<file path="src/rtl/rot_right_pipe.sv">
// Three-stage pipelined 64-bit rotate-right with valid/ready flow control.
// Each stage applies two binary rotate layers; stage 3 registers drive the outputs directly.
module rot_right_pipe #(
    parameter int TAG_W = 4
) (
    input  logic             clk_i,
    input  logic             rst_i,
    input  logic             valid_i,
    output logic             ready_o,
    input  logic [63:0]      data_i,
    input  logic [5:0]       rot_i,
    input  logic [TAG_W-1:0] tag_i,
    output logic             valid_o,
    input  logic             ready_i,
    output logic [63:0]      data_o,
    output logic [TAG_W-1:0] tag_o
);

    localparam int NUM_STAGES = 3;

    // Stage registers. Each stage carries only the rotate bits it has not yet consumed.
    logic             s1_valid_reg, s1_valid_next;
    logic [63:0]      s1_data_reg,  s1_data_next;
    logic [3:0]       s1_rot_reg,   s1_rot_next;
    logic [TAG_W-1:0] s1_tag_reg,   s1_tag_next;

    logic             s2_valid_reg, s2_valid_next;
    logic [63:0]      s2_data_reg,  s2_data_next;
    logic [1:0]       s2_rot_reg,   s2_rot_next;
    logic [TAG_W-1:0] s2_tag_reg,   s2_tag_next;

    logic             s3_valid_reg, s3_valid_next;
    logic [63:0]      s3_data_reg,  s3_data_next;
    logic [TAG_W-1:0] s3_tag_reg,   s3_tag_next;

    logic s1_load;
    logic s2_load;
    logic s3_load;

    // Rotate network: stage gi consumes rot bits [5-2*gi : 4-2*gi].
    logic [63:0] stage_in  [NUM_STAGES];
    logic [63:0] stage_out [NUM_STAGES];
    logic [1:0]  stage_rot [NUM_STAGES];

    assign stage_in[0]  = data_i;
    assign stage_in[1]  = s1_data_reg;
    assign stage_in[2]  = s2_data_reg;
    assign stage_rot[0] = rot_i[5:4];
    assign stage_rot[1] = s1_rot_reg[3:2];
    assign stage_rot[2] = s2_rot_reg[1:0];

    generate
        for (genvar gi = 0; gi < NUM_STAGES; gi++) begin : g_stage_rot
            localparam int HI_SH = 32 >> (2 * gi);
            localparam int LO_SH = HI_SH / 2;
            logic [63:0] mid;
            logic [63:0] din;

            assign din = stage_in[gi];
            assign mid = stage_rot[gi][1] ? {din[HI_SH-1:0], din[63:HI_SH]} : din;
            assign stage_out[gi] = stage_rot[gi][0] ? {mid[LO_SH-1:0], mid[63:LO_SH]} : mid;
        end
    endgenerate

    // An empty stage is always loadable, so bubbles collapse and ready ripples back combinationally.
    assign s3_load = !s3_valid_reg || ready_i;
    assign s2_load = !s2_valid_reg || s3_load;
    assign s1_load = !s1_valid_reg || s2_load;
    assign ready_o = s1_load;

    always_comb begin
        s1_valid_next = s1_valid_reg;
        s1_data_next  = s1_data_reg;
        s1_rot_next   = s1_rot_reg;
        s1_tag_next   = s1_tag_reg;
        s2_valid_next = s2_valid_reg;
        s2_data_next  = s2_data_reg;
        s2_rot_next   = s2_rot_reg;
        s2_tag_next   = s2_tag_reg;
        s3_valid_next = s3_valid_reg;
        s3_data_next  = s3_data_reg;
        s3_tag_next   = s3_tag_reg;

        if (s1_load) begin
            s1_valid_next = valid_i;
            // Payload is captured only on an accepted beat; bubbles leave it untouched.
            if (valid_i) begin
                s1_data_next = stage_out[0];
                s1_rot_next  = rot_i[3:0];
                s1_tag_next  = tag_i;
            end
        end

        if (s2_load) begin
            s2_valid_next = s1_valid_reg;
            if (s1_valid_reg) begin
                s2_data_next = stage_out[1];
                s2_rot_next  = s1_rot_reg[1:0];
                s2_tag_next  = s1_tag_reg;
            end
        end

        if (s3_load) begin
            s3_valid_next = s2_valid_reg;
            if (s2_valid_reg) begin
                s3_data_next = stage_out[2];
                s3_tag_next  = s2_tag_reg;
            end
        end
    end

    always_ff @(posedge clk_i or posedge rst_i) begin
        if (rst_i) begin
            s1_valid_reg <= 1'b0;
            s1_data_reg  <= '0;
            s1_rot_reg   <= '0;
            s1_tag_reg   <= '0;
            s2_valid_reg <= 1'b0;
            s2_data_reg  <= '0;
            s2_rot_reg   <= '0;
            s2_tag_reg   <= '0;
            s3_valid_reg <= 1'b0;
            s3_data_reg  <= '0;
            s3_tag_reg   <= '0;
        end else begin
            s1_valid_reg <= s1_valid_next;
            s1_data_reg  <= s1_data_next;
            s1_rot_reg   <= s1_rot_next;
            s1_tag_reg   <= s1_tag_next;
            s2_valid_reg <= s2_valid_next;
            s2_data_reg  <= s2_data_next;
            s2_rot_reg   <= s2_rot_next;
            s2_tag_reg   <= s2_tag_next;
            s3_valid_reg <= s3_valid_next;
            s3_data_reg  <= s3_data_next;
            s3_tag_reg   <= s3_tag_next;
        end
    end

    assign valid_o = s3_valid_reg;
    assign data_o  = s3_data_reg;
    assign tag_o   = s3_tag_reg;

endmodule

</file>
<file path="config.mk">
export PLATFORM = sky130hd
export DESIGN_NAME = rot_right_pipe
export DESIGN_NICKNAME = d
export VERILOG_FILES = /design/src/rtl/rot_right_pipe.sv
export SDC_FILE = /design/constraint.sdc
export NUM_CORES = 1
export LEC_CHECK = 0
export BUFFER_PORTS_ARGS = -buffer_cell sky130_fd_sc_hd__buf_2
export CELL_PAD_IN_SITES_DETAIL_PLACEMENT = 1
export CELL_PAD_IN_SITES_GLOBAL_PLACEMENT = 1
export CORE_UTILIZATION = 49
export DETAILED_ROUTE_END_ITERATION = 7
export PLACE_DENSITY_LB_ADDON = 0.1
export REMOVE_ABC_BUFFERS = 1
export SYNTH_ARGS = -nofsm -noshare
export SYNTH_HDL_FRONTEND = slang
export SYNTH_SLANG_ARGS = --single-unit
</file>
<file path="constraint.sdc">
create_clock -name clk_i -period 11.2 [get_ports clk_i]
set_clock_uncertainty 0.1 [all_clocks]
set_input_delay 3.36 -clock clk_i [delete_from_list [all_inputs] [get_ports clk_i]]
set_output_delay 3.36 -clock clk_i [all_outputs]
set_load 0.05 [all_outputs]
</file>
### Word level (Yosys, flattened, before mapping)

Cells that the tools add are included.

| word-level totals | value |
|---|---|
| bits in registers | 213 |
| bits of input ports | 78 |
| output and inout port bits | 70 |
| word-level logic and storage cells | 26 |

| operators by class | value |
|---|---|
| mux-type cells | 6 |
| reductions and logical operators | 9 |

Operators by type and width:

| operator | count |
|---|---|
| $mux 64 | 6 |
| $reduce_and 2->1 | 3 |
| $logic_not 1->1 | 3 |
| $logic_or 1x1->1 | 3 |

### Longest topological paths before layout

| logic depth | value |
|---|---|
| depth after elaboration | 5 |
| gate-level depth with buffers | 5 |
| mapped depth without buffers | 3 |

### Worst setup path after synthesis

Ideal clock, no wire load.

| path | value |
|---|---|
| path type | input-to-output |
| start point | input ready_i |
| end point | output ready_o |
| arrival time | 3.946 ns |
| data required time | 7.740 ns |
| slack | 3.794 ns |
| stages on the path | 1 |
| path buffers | 0 |
| cells stage by stage | nand4b_1 |

| between the ends | value |
|---|---|
| word-level cells in the longest chain between the ends | 3 |

RTL lines:

| element | line | text |
|---|---|---|
| start, declared | 14 | `input logic ready_i,` |
| $logic_or 1x1->1 | 66 | `assign s3_load = !s3_valid_reg \|\| ready_i;` |
| $logic_or 1x1->1 | 67 | `assign s2_load = !s2_valid_reg \|\| s3_load;` |
| $logic_or 1x1->1 | 68 | `assign s1_load = !s1_valid_reg \|\| s2_load;` |
| end, declared | 9 | `output logic ready_o,` |

No other way between the ends.

### Final worst setup path

Ends and elaborated chain as after synthesis.

==> results.json <==
{
  "netlist_area_um2": 12200,
  "die_x_um": 160,
  "end_kind": "primary output",
  "cts_tree": "built",
  "netlist.area_leader.share_pct": 43.8,
  "ctsHoldBuffers": 0,
  "nets": 1010,
  "ys_seq_area_share_pct": 43.8,
  "path_class": "input pin to primary output",
  "final_common_cell": "mux2i_1",
  "h-tree-depth": 1,
  "vias": 7312,
  "syn2layout_area_growth_pct": 13.5,
  "antenna_left": 0,
  "synth_seq_cells": 213,
  "p_leak_nw": 6.29,
  "maxCapViolCount": 0,
  "hold_viol_final": 0,
  "synth_area_leaders": "dfrtp_1, mux2i_1, mux2_2",
  "setup_viol": 0,
  "r2r_start": "s2_rot_reg[1]",
  "slew_violations": 0,
  "grt_overflow": 0,
  "io_pins": 148,
  "min_period_over_period_pct": 66.7,
  "post_drt_via_cell_ratio": 5.74,
  "postCtsSetupRepairBufs": 0,
  "max_slew_margin_pct": 25.5,
  "hp-start": "tag_o[1]",
  "die_y_um": 160,
  "clockPowerShare_pct": 21.7,
  "irDropWorstVdd_mv": 0.150,
  "start_util_pct": 50.0,
  "grt_usage_pct": 22.9,
  "power_frac_comb_pct": 42.3,
  "cts_made_buffers": 24,
  "routedWlPerCell_um": 22.2,
  "startpoint": "ready_i",
  "cts_sinks": 213,
  "power.switching_mw": 1.53,
  "period_minus_slack_ps": 7470,
  "largest_reg_flops": 128,
  "drt_wl_total_um": 28300,
  "core-area_um2": 24300,
  "num_rows": 57,
  "grt_max_degree": 99,
  "p_int_mw": 2.20,
  "layout_common_cells": "mux2i_1, mux2_2, dfrtp_1",
  "yosysUniqueCellTypes": 14,
  "path_clk_slew_ps": 60,
  "status": "finished clean",
  "setup_tns_ps": 0,
  "rsz0062_at_grt": "false",
  "grt_pass1_wl_um": 46000,
  "swShare_pct": 41.0,
  "syn_inst": 816,
  "hpwl_um": 20000,
  "fmax_mhz": 134,
  "seq_power_share_pct": 36.0,
  "fin_util_pct": 56.8,
  "tightest_slew_ps": 1120,
  "hp-class": "flop to flop",
  "drc": 0,
  "drt_iter0_drc": 344,
  "crit_fanout": 3,
  "drtPass1Iterations": 4,
  "start_kind": "input pin",
  "finalWeightedCongestion": 0.804,
  "root_buffer": "clkbuf_16",
  "n_antenna_cell": 0,
  "antenna_found_initial": 0,
  "critPathArrivalTime_ps": 4010,
  "yosysTopAreaCell": "dfrtp_1",
  "die_area_um2": 25500,
  "crit_required_ps": 7740,
  "drive_gt1_share_pct": 49.9,
  "power.density_nw_per_um2": 270,
  "syn_avg_cell_area_um2": 14.9,
  "insertion_delay_ps": 510,
  "cts_buffer_depth": 3,
  "grt_pass1_vias": 8079,
  "io_buffers": 147,
  "ys_warn_count": 0,
  "postCtsResizedCells": 0
}
-- power groups by stage --
stage	registers, mW	clock network, mW	logic (mW)
after floorplan	1.73	0	0.770
final	1.34	0.808	1.58
after global routing	1.38	0.855	1.68
after global placement	1.33	0	1.55
after detailed placement	1.35	0	1.59
after CTS	1.34	0.826	1.60
-- cell families after synthesis --
| family | Yosys count | share of synthesized area (%) |
|---|---|---|
| buf+inv | 64 | 3.38 |
| flops | 213 | 43.8 |
| mux | 530 | 52.4 |
| simple gates | 9 | 0.432 |
-- final cells by class --
type,instances,area (um2)
Inverter,1,11.3
Clock buffer,32,692
Sequential cell,213,5350
Multi-Input combinational cell,539,6440
Fill cell,2378,10500
Tap cell,324,405
Clock inverter,11,133
Timing Repair Buffer,153,783
-- worst paths after layout --
kind / endpoint / slack, ps / cells past startpoint
setup / recovery: ready_o / 3730 / 3
hold / removal: tag_o[1] / 400 / 1
setup reg to reg: data_o[23] / 8750 / 4
hold reg to reg: tag_o[1] / 400 / 1
max in group asynchronous: s1_rot_reg[3] / 6770 / 3
min in group asynchronous: s1_tag_reg[0] / 2850 / 2
-- critical path, cell delays in order --
cell and delay, ps:
buf_2 110, nand4b_1 260, buf_2 280
-- metal layers --
layer	share of wire, %	GRT usage (%)	vias up
li1	-	-	3345
met1	45	31.7	3818
met2	50	39.0	129
met3	3.1	2.66	20
met4	1.1	4.59	0
met5	0	0	-
-- through the flow --
step                instances  power (mW)  worst slack (ps)  instance area [um2]  hold slack [ps]
floorplan                 753        2.50              1920                11800              357
global placement         1230        2.88              3760                13000              381
detailed placement       1230        2.94              3720                13000              391
CTS                      1273        3.77              3710                13800              404
global route             1273        3.92              3680                13800              415
finish                   1273        3.72              3730                13800              402
-- synthesized netlist by cell type --
| cell type | instances |
|---|---|
| inv_1 | 1 |
| mux2i_1 | 256 |
| buf_1 | 3 |
| dfrtp_1 | 213 |
| nand3b_1 | 1 |
| buf_2 | 35 |
| nand2_1 | 3 |
| buf_4 | 16 |
| mux4_2 | 63 |
| mux4_1 | 1 |
| nand4b_1 | 1 |
| mux2_2 | 210 |
| nand2b_1 | 4 |
| buf_6 | 9 |
(Power assumes the default switching activity.)
